==> config.mk <==
export PLATFORM = sky130hd
export DESIGN_NAME = shiftrows_pipe
export DESIGN_NICKNAME = d
export VERILOG_FILES = /design/src/rtl/aes_pkg.sv /design/src/rtl/rijndael_row_perm.sv /design/src/rtl/shiftrows_pipe.sv
export SDC_FILE = /design/constraint.sdc
export NUM_CORES = 1
export LEC_CHECK = 0
export BUFFER_PORTS_ARGS = -buffer_cell sky130_fd_sc_hd__buf_2
export CAP_MARGIN = 30
export CORE_ASPECT_RATIO = 1.1
export CORE_UTILIZATION = 49
export DETAILED_ROUTE_END_ITERATION = 8
export GPL_TIMING_DRIVEN = 1
export HOLD_SLACK_MARGIN = 0.15
export PLACE_DENSITY_LB_ADDON = 0.25
export SKIP_CTS_REPAIR_TIMING = 1
export SYNTH_ARGS = -nofsm -noshare
export SYNTH_HDL_FRONTEND = slang
export SYNTH_SLANG_ARGS = --single-unit
==> constraint.sdc <==
create_clock -name clk -period 1.24 [get_ports clk]
set_input_delay 0.124 -clock clk [delete_from_list [all_inputs] [get_ports clk]]
set_output_delay 0.124 -clock clk [all_outputs]
set_load 0.02 [all_outputs]
==> src/rtl/aes_pkg.sv <==
// Shared Rijndael constants and helpers used by the ShiftRows pipeline.
package aes_pkg;

  localparam int BYTE_W = 8;
  localparam int ROWS   = 4;

  // Rijndael block sizes supported by the row permutation.
  function automatic bit nb_legal(input int nb);
    return (nb == 4) || (nb == 6) || (nb == 8);
  endfunction

  // Row rotation amount; the 256-bit block shifts rows 2 and 3 one column further.
  function automatic int row_shift(input int nb, input int r);
    if ((nb == 8) && (r >= 2)) begin
      return r + 1;
    end
    return r;
  endfunction

endpackage

==> src/rtl/rijndael_row_perm.sv <==
// Combinational Rijndael ShiftRows / InvShiftRows byte permutation.
// Byte k sits at row k%4, column k/4, MSB-first in the state vector.
module rijndael_row_perm
  import aes_pkg::*;
#(
  parameter int NB = 4
) (
  input  logic [32*NB-1:0] state,
  input  logic             inv,
  output logic [32*NB-1:0] permuted
);

  localparam int W = 32 * NB;

  // Every destination byte picks one of two fixed source bytes, so the
  // whole permutation reduces to a 2:1 mux per byte.
  for (genvar gi = 0; gi < ROWS; gi++) begin : g_row
    for (genvar gj = 0; gj < NB; gj++) begin : g_col
      localparam int SHIFT   = row_shift(NB, gi);
      localparam int FWD_COL = (gj + SHIFT) % NB;
      localparam int INV_COL = (gj + NB - SHIFT) % NB;
      localparam int DST_K   = ROWS * gj + gi;
      localparam int FWD_K   = ROWS * FWD_COL + gi;
      localparam int INV_K   = ROWS * INV_COL + gi;

      assign permuted[W-1-BYTE_W*DST_K -: BYTE_W] =
        inv ? state[W-1-BYTE_W*INV_K -: BYTE_W]
            : state[W-1-BYTE_W*FWD_K -: BYTE_W];
    end
  end

endmodule

==> src/rtl/shiftrows_pipe.sv <==
// Valid/ready pipeline stage applying ShiftRows (or its inverse) at acceptance.
// A main output register plus one skid register lets in_ready be a pure
// register, breaking any combinational path from out_ready to in_ready.
module shiftrows_pipe
  import aes_pkg::*;
#(
  parameter int NB = 4
) (
  input  logic             clk,
  input  logic             rst,
  input  logic             in_valid,
  output logic             in_ready,
  input  logic [32*NB-1:0] in_data,
  input  logic             in_inv,
  input  logic             in_last,
  output logic             out_valid,
  input  logic             out_ready,
  output logic [32*NB-1:0] out_data,
  output logic             out_last
);

  localparam int W = 32 * NB;

  if (!nb_legal(NB)) begin : g_bad_nb
    $error("shiftrows_pipe: NB must be 4, 6 or 8");
  end

  logic [W-1:0] permuted;
  logic         main_valid_reg;
  logic [W-1:0] main_data_reg;
  logic         main_last_reg;
  logic         skid_valid_reg;
  logic [W-1:0] skid_data_reg;
  logic         skid_last_reg;
  logic         in_ready_reg;
  logic         accept;
  logic         drain;

  rijndael_row_perm #(.NB(NB)) u_perm (
    .state    (in_data),
    .inv      (in_inv),
    .permuted (permuted)
  );

  assign accept = in_valid && in_ready_reg;
  assign drain  = main_valid_reg && out_ready;

  // Main/skid storage and the registered in_ready (always equal to "skid empty").
  always_ff @(posedge clk) begin
    if (rst) begin
      main_valid_reg <= 1'b0;
      main_data_reg  <= '0;
      main_last_reg  <= 1'b0;
      skid_valid_reg <= 1'b0;
      skid_data_reg  <= '0;
      skid_last_reg  <= 1'b0;
      in_ready_reg   <= 1'b1;
    end else if (skid_valid_reg) begin
      // in_ready is low here, so nothing new arrives; only refill main.
      if (drain) begin
        main_data_reg  <= skid_data_reg;
        main_last_reg  <= skid_last_reg;
        skid_valid_reg <= 1'b0;
        in_ready_reg   <= 1'b1;
      end
    end else if (accept) begin
      if (!main_valid_reg || drain) begin
        main_valid_reg <= 1'b1;
        main_data_reg  <= permuted;
        main_last_reg  <= in_last;
      end else begin
        skid_valid_reg <= 1'b1;
        skid_data_reg  <= permuted;
        skid_last_reg  <= in_last;
        in_ready_reg   <= 1'b0;
      end
    end else if (drain) begin
      main_valid_reg <= 1'b0;
    end
  end

  assign in_ready  = in_ready_reg;
  assign out_valid = main_valid_reg;
  assign out_data  = main_data_reg;
  assign out_last  = main_last_reg;

endmodule

==> results of run 1 <==
cells in the mapped netlist (46+ instances only):
library cell  count
buf_2            83
nand3_1          65
a31oi_1          66
dfxtp_1         261
o22ai_1          64
nand2_1          80
o21ai_0          67
mux2i_1         129
nor3_1           96
a21oi_1         132
mux2_2           48
clkbuf_1         51
a211oi_2         46
path summary, 6_finish.rpt:
path	start	endpoint	slack [ps]
hold / removal	in_valid	skid_valid_reg	110
setup reg to reg	skid_valid_reg	out_data[29]	-440
setup / recovery	skid_valid_reg	out_data[29]	-440
hold reg to reg	skid_data_reg[124]	skid_data_reg[124]	470
power by group:
group / leakage, nW / internal, W / switching [W] / total (W)
Combinational: 4.60 / 0.00389 / 0.00488 / 0.00876
Sequential: 2.14 / 0.00911 / 0.000496 / 0.00961
Clock: 0.455 / 0.00515 / 0.00360 / 0.00875
critical path, stage by stage (launching register included):
cell       delay, ps
dfxtp_4          410
buf_8            150
buf_12           150
clkbuf_16        170
mux2i_2          480
a211oi_2         160
cell type report:
cell class                 count  area, sq um
antenna                        1         2.50
fill                        1321         4510
multi-input combinational    859         7270
tap                          305          382
clock inverter                10          156
timing repair buffer         549         5290
clock buffer                  40          774
sequential                   261         5240
inverter                       2         7.51
placed cells by master (no fill, tap or decap), types with 9 or more instances in the layout:
master,n
a211oi_1,17
buf_8,9
a21oi_1,72
buf_4,30
o22ai_1,49
clkbuf_16,59
mux2i_1,100
buf_2,261
o22ai_2,14
dlygate4sd3_1,132
o21a_1,16
nor3_2,46
o21ai_1,31
mux2i_2,22
a21oi_4,15
o21ai_0,18
buf_6,28
nand3_1,48
nand2_1,80
nand3_2,9
nor3_1,38
a211oi_2,65
buf_12,51
mux2_2,48
o21ai_2,17
nor3_4,12
a31oi_1,55
dfxtp_1,258
a21oi_2,45
logic make-up after synthesis:
| kind of cell | after synthesis | share of synthesized area [%] |
|---|---|---|
| and+or+nand+nor | 251 | 10.1 |
| muxes | 177 | 15.6 |
| buffers and inverters | 150 | 6.18 |
| AOI/OAI and AO/OA | 428 | 23.7 |
| DFF | 261 | 44.4 |
metal layers:
| layer | routed length, um | global-route usage (%) |
|---|---|---|
| met5 | 13 | 0 |
| met4 | 3050 | 8.36 |
| met3 | 4740 | 5.11 |
| met2 | 25100 | 44.8 |
| met1 | 18400 | 34.9 |
stage by stage:
step | hold slack (ps) | util [%]
CTS | -193 | 64.0
finish | 106 | 80.9
global route | 161 | 80.9
floorplan | 224 | -
detailed placement | 374 | 60.0
global placement | 366 | 60.0
==> results.sh, run 1 <==
export IMPL_drtIter0Drc=1102
export IMPL_criticalPathCategory="flip-flop to flip-flop"
export IMPL_synth_edff_count=0
export IMPL_overflow=0
export IMPL_rsz0062_at_grt="true"
export IMPL_worst_clock_skew_ps=10.3
export IMPL_hold_depth=4
export IMPL_ant_nets=0
export IMPL_fp_row_count=59
export IMPL_violations="setup timing"
export IMPL_io_buffer_count=264
export IMPL_drv_cap=0
export IMPL_required_ps=1630
export IMPL_hpwlAfterDp_um=22400
export IMPL_clock_path_buffers=3
export IMPL_grt_pass1_vias=10300
export IMPL_htreeDepth=1
export IMPL_place_ws_ps=-135
export IMPL_final_area_sq_um=19100
export IMPL_status="finished, violations left"
export IMPL_seq_area_frac_synth_pct=44.4
export IMPL_cp_max_fo=6
export IMPL_nNetsFinal=1834
export IMPL_die_h_um=164
export IMPL_cts_sinks=261
export IMPL_finalPower_w=0.0271
export IMPL_num_vias=12900
export IMPL_avgSynthCellArea_sq_um=9.28
export IMPL_slew_violations=0
export IMPL_yosysTopAreaCellShare_pct=44.4
export IMPL_routed_wl_um=51300
export IMPL_start_util_pct=49.8
export IMPL_grtUsageTotal_pct=26.8
export IMPL_setup_tns_ps=-30780
export IMPL_syn_num_nets=1401
export IMPL_die_w_um=150
export IMPL_grt_pass1_wl_um=53700
export IMPL_worst_slew_pin_transition_ps=796
export IMPL_syn_area_sq_um=11800
export IMPL_setup_violations=267
export IMPL_timing_hold_violations_final=0
export IMPL_postPlaceCellArea_sq_um=14200
export IMPL_cp_arrival_ps=2070
export IMPL_path_clk_slew_ps=70
export IMPL_fin_crit_ps=1680
export IMPL_p_per_area_nw_per_um2=1420
export IMPL_fin_crit_sh_pct=135
export IMPL_vias_per_cell=6.39
export IMPL_yosys_warnings=0
export IMPL_cts_made_buffers=27
export IMPL_hold_class="input pin to flip-flop"
export IMPL_wire_per_inst_um=25.3
export IMPL_fp_coreArea_sq_um=23600
export IMPL_layout_setup_ws_ps=-438
export IMPL_synthArstFlopShare_pct=0
export IMPL_fin_cells=2027
export IMPL_p_leak_nw=7.19
export IMPL_worstSkewPairLatency_ps=550
export IMPL_synthCells=1267
export IMPL_drc_errors=0
export IMPL_layout_drive_gt1_share_pct=46.3
export IMPL_cts_root_buf="clkbuf_16"
export IMPL_slew_headroom_pct=46.9
export IMPL_synth_area_leader_cell="dfxtp_1"
export IMPL_synth_seq_cells=261
export IMPL_reg2reg_depth=5
export IMPL_cts_tree="yes"
export IMPL_area_growth_pct=62.5
export IMPL_firstDrtPassIters=5
export IMPL_vdd_drop_max_mv=1.09
export IMPL_crit_path_start_kind="flip-flop"
export IMPL_antenna_found_initial=1
export IMPL_place_congestion=0.830
export IMPL_cp_end_kind="flip-flop"
export IMPL_grt_max_degree=124
export IMPL_io_pins=265
export IMPL_fmax_ghz=0.596
export IMPL_ys_flop_type="dfxtp_1"
export IMPL_ys_top_cells_by_area="dfxtp_1 (44%), mux2i_1 (11%), a21oi_1 (5.6%)"
export IMPL_die_area_sq_um=24600
export IMPL_ys_types=27
export IMPL_placed_cells=1769
Note: power is estimated with default switching activity, not from simulation.
==> inputs of run 2 (changes only) <==
--- a/config.mk
+++ b/config.mk
@@ -7,7 +7,6 @@
 export LEC_CHECK = 0
 export BUFFER_PORTS_ARGS = -buffer_cell sky130_fd_sc_hd__buf_2
 export CAP_MARGIN = 30
-export CORE_ASPECT_RATIO = 1.1
 export CORE_UTILIZATION = 49
 export DETAILED_ROUTE_END_ITERATION = 8
 export GPL_TIMING_DRIVEN = 1
==> constraint.sdc (replaced) <==
create_clock -name clk -period 1.34 [get_ports clk]
set_input_delay 0.134 -clock clk [delete_from_list [all_inputs] [get_ports clk]]
set_output_delay 0.134 -clock clk [all_outputs]
set_load 0.02 [all_outputs]
==> run 2 against run 1 <==
Global-route usage fell by 0.31 points. Design area fell by 9.9%. Register-to-register slack improved by 340 ps. Largest cell class unchanged. Critical path type unchanged. Sequential cell count did not move. The flow still finishes with violations (setup timing).
==> results.sh, run 2 (same netlist as run 1, synthesis figures left out) <==
export IMPL_drtIter0Drc=1076
export IMPL_timing_hold_violations_final=0
export IMPL_violations="setup timing"
export IMPL_cp_max_fo=7
export IMPL_setup_violations=163
export IMPL_required_ps=1780
export IMPL_grt_pass1_vias=9797
export IMPL_layout_setup_ws_ps=-101
export IMPL_cts_tree="yes"
export IMPL_grtUsageTotal_pct=26.5
export IMPL_firstDrtPassIters=7
export IMPL_r2r_end="out_data[111]"
export IMPL_worst_clock_skew_ps=7.71
export IMPL_cp_end_kind="flip-flop"
export IMPL_slew_violations=0
export IMPL_worst_slew_pin_transition_ps=714
export IMPL_finalPower_w=0.0233
export IMPL_fin_crit_sh_pct=108
export IMPL_start_util_pct=50.1
export IMPL_drc_errors=0
export IMPL_layout_drive_gt1_share_pct=36.5
export IMPL_status="finished, violations left"
export IMPL_path_clk_slew_ps=60
export IMPL_rsz0062_at_grt="true"
export IMPL_die_area_sq_um=24600
export IMPL_worstSkewPairLatency_ps=540
export IMPL_cts_root_buf="clkbuf_16"
export IMPL_place_congestion=0.810
export IMPL_overflow=0
export IMPL_fp_row_count=56
export IMPL_nNetsFinal=1787
export IMPL_hold_depth=4
export IMPL_r2r_start="skid_valid_reg"
export IMPL_htreeDepth=1
export IMPL_antenna_found_initial=2
export IMPL_holdPathEnd="out_data[22]"
export IMPL_vias_per_cell=6.04
export IMPL_layout_common_cells="buf_2 (262), dfxtp_1 (258), dlygate4sd3_1 (133)"
export IMPL_grt_pass1_wl_um=52800
export IMPL_fmax_ghz=0.694
export IMPL_ant_nets=0
export IMPL_grt_max_degree=126
export IMPL_cp_arrival_ps=1880
export IMPL_die_h_um=157
export IMPL_p_leak_nw=6.56
export IMPL_min_from="in_data[118]"
export IMPL_reg2reg_depth=5
export IMPL_wire_per_inst_um=21.0
export IMPL_clock_path_buffers=3
export IMPL_vdd_drop_max_mv=0.861
export IMPL_m1WireLength_um=17600
export IMPL_criticalPathCategory="flip-flop to flip-flop"
export IMPL_io_buffer_count=264
export IMPL_postPlaceCellArea_sq_um=13600
export IMPL_num_vias=12100
export IMPL_p_per_area_nw_per_um2=1350
export IMPL_die_w_um=157
export IMPL_drv_cap=0
export IMPL_fp_coreArea_sq_um=23500
export IMPL_hold_class="input pin to flip-flop"
export IMPL_layout_commonest_cell="buf_2"
export IMPL_wl_met2_um=19900
export IMPL_ff2ff_setup_slack_ps=-100
export IMPL_wl_met3_um=3320
export IMPL_cts_sinks=261
export IMPL_slew_headroom_pct=52.4
export IMPL_area_growth_pct=46.5
export IMPL_dr_max_layer_used="met4"
export IMPL_final_area_sq_um=17200
export IMPL_routed_wl_um=41900
export IMPL_cts_made_buffers=28
export IMPL_io_pins=265
export IMPL_crit_path_start_kind="flip-flop"
export IMPL_hpwlAfterDp_um=21000
export IMPL_fin_crit_ps=1440
==> run 2: cell count changes in the layout (fill, tap and decap cells not counted), sizes merged <==
cell          delta
and2b            -1
buf             -35
bufinv           -4
clkbuf           -5
clkinv           -1
clkinvlp         -1
diode            +2
dlygate4sd3      +1
dlymetal6s2s     +1
inv              -1
==> run 2: worst max-delay path by stage <==
stage                         startpoint                 end  slack (ps)  cells past startpoint
final                     skid_valid_reg       out_data[111]        -100                      5
after global placement         out_valid  skid_data_reg[125]         -80                      4
after global routing      skid_valid_reg        out_data[52]        -140                      4
after floorplan                out_valid  skid_data_reg[125]        -0.2                      6
after CTS                      out_valid  skid_data_reg[109]        -160                      4
after detailed placement       out_valid  skid_data_reg[109]        -120                      4
==> run 2: metrics by stage <==
stage                     worst slack (ps)  instances  hold slack, ps  utilization (%)  setup TNS [ps]
after global routing                  -145       1996             170             73.4          -12980
after floorplan                     -0.200       1267             234                -          -0.401
after CTS                             -158       1812            -158             62.0           -7090
after detailed placement              -116       1760             404             58.1           -3420
final                                 -101       1997             111             73.4           -3680
after global placement               -81.3       1760             397             58.1           -1390
==> run 2: worst max-delay path: stages (launching register included) <==
cell and delay [ps]:
dfxtp_4 380, a21o_4 210, and3_4 210, buf_6 140, clkbuf_16 160, a211oi_1 230
==> run 2: where the power goes <==
part | total, W | switching [W] | internal [W]
Sequential | 0.00886 | 0.000420 | 0.00844
Clock | 0.00773 | 0.00321 | 0.00452
Combinational | 0.00672 | 0.00380 | 0.00292
==> run 2: final cells by class <==
class	count	area, sq um
diodes	3	7.51
clock buffers	49	901
clock inverters	3	15.0
fillers	1644	6240
inverters	2	7.51
multi-input cells	858	6330
flip-flops and latches	261	5230
well taps	319	399
repair buffers	502	4340
==> run 2: per-layer routing <==
metal,global-route usage [%],up-vias
met5,0,-
met4,6.58,0
met3,3.88,86
met2,41.8,650
met1,37.9,5825
li1,-,5496
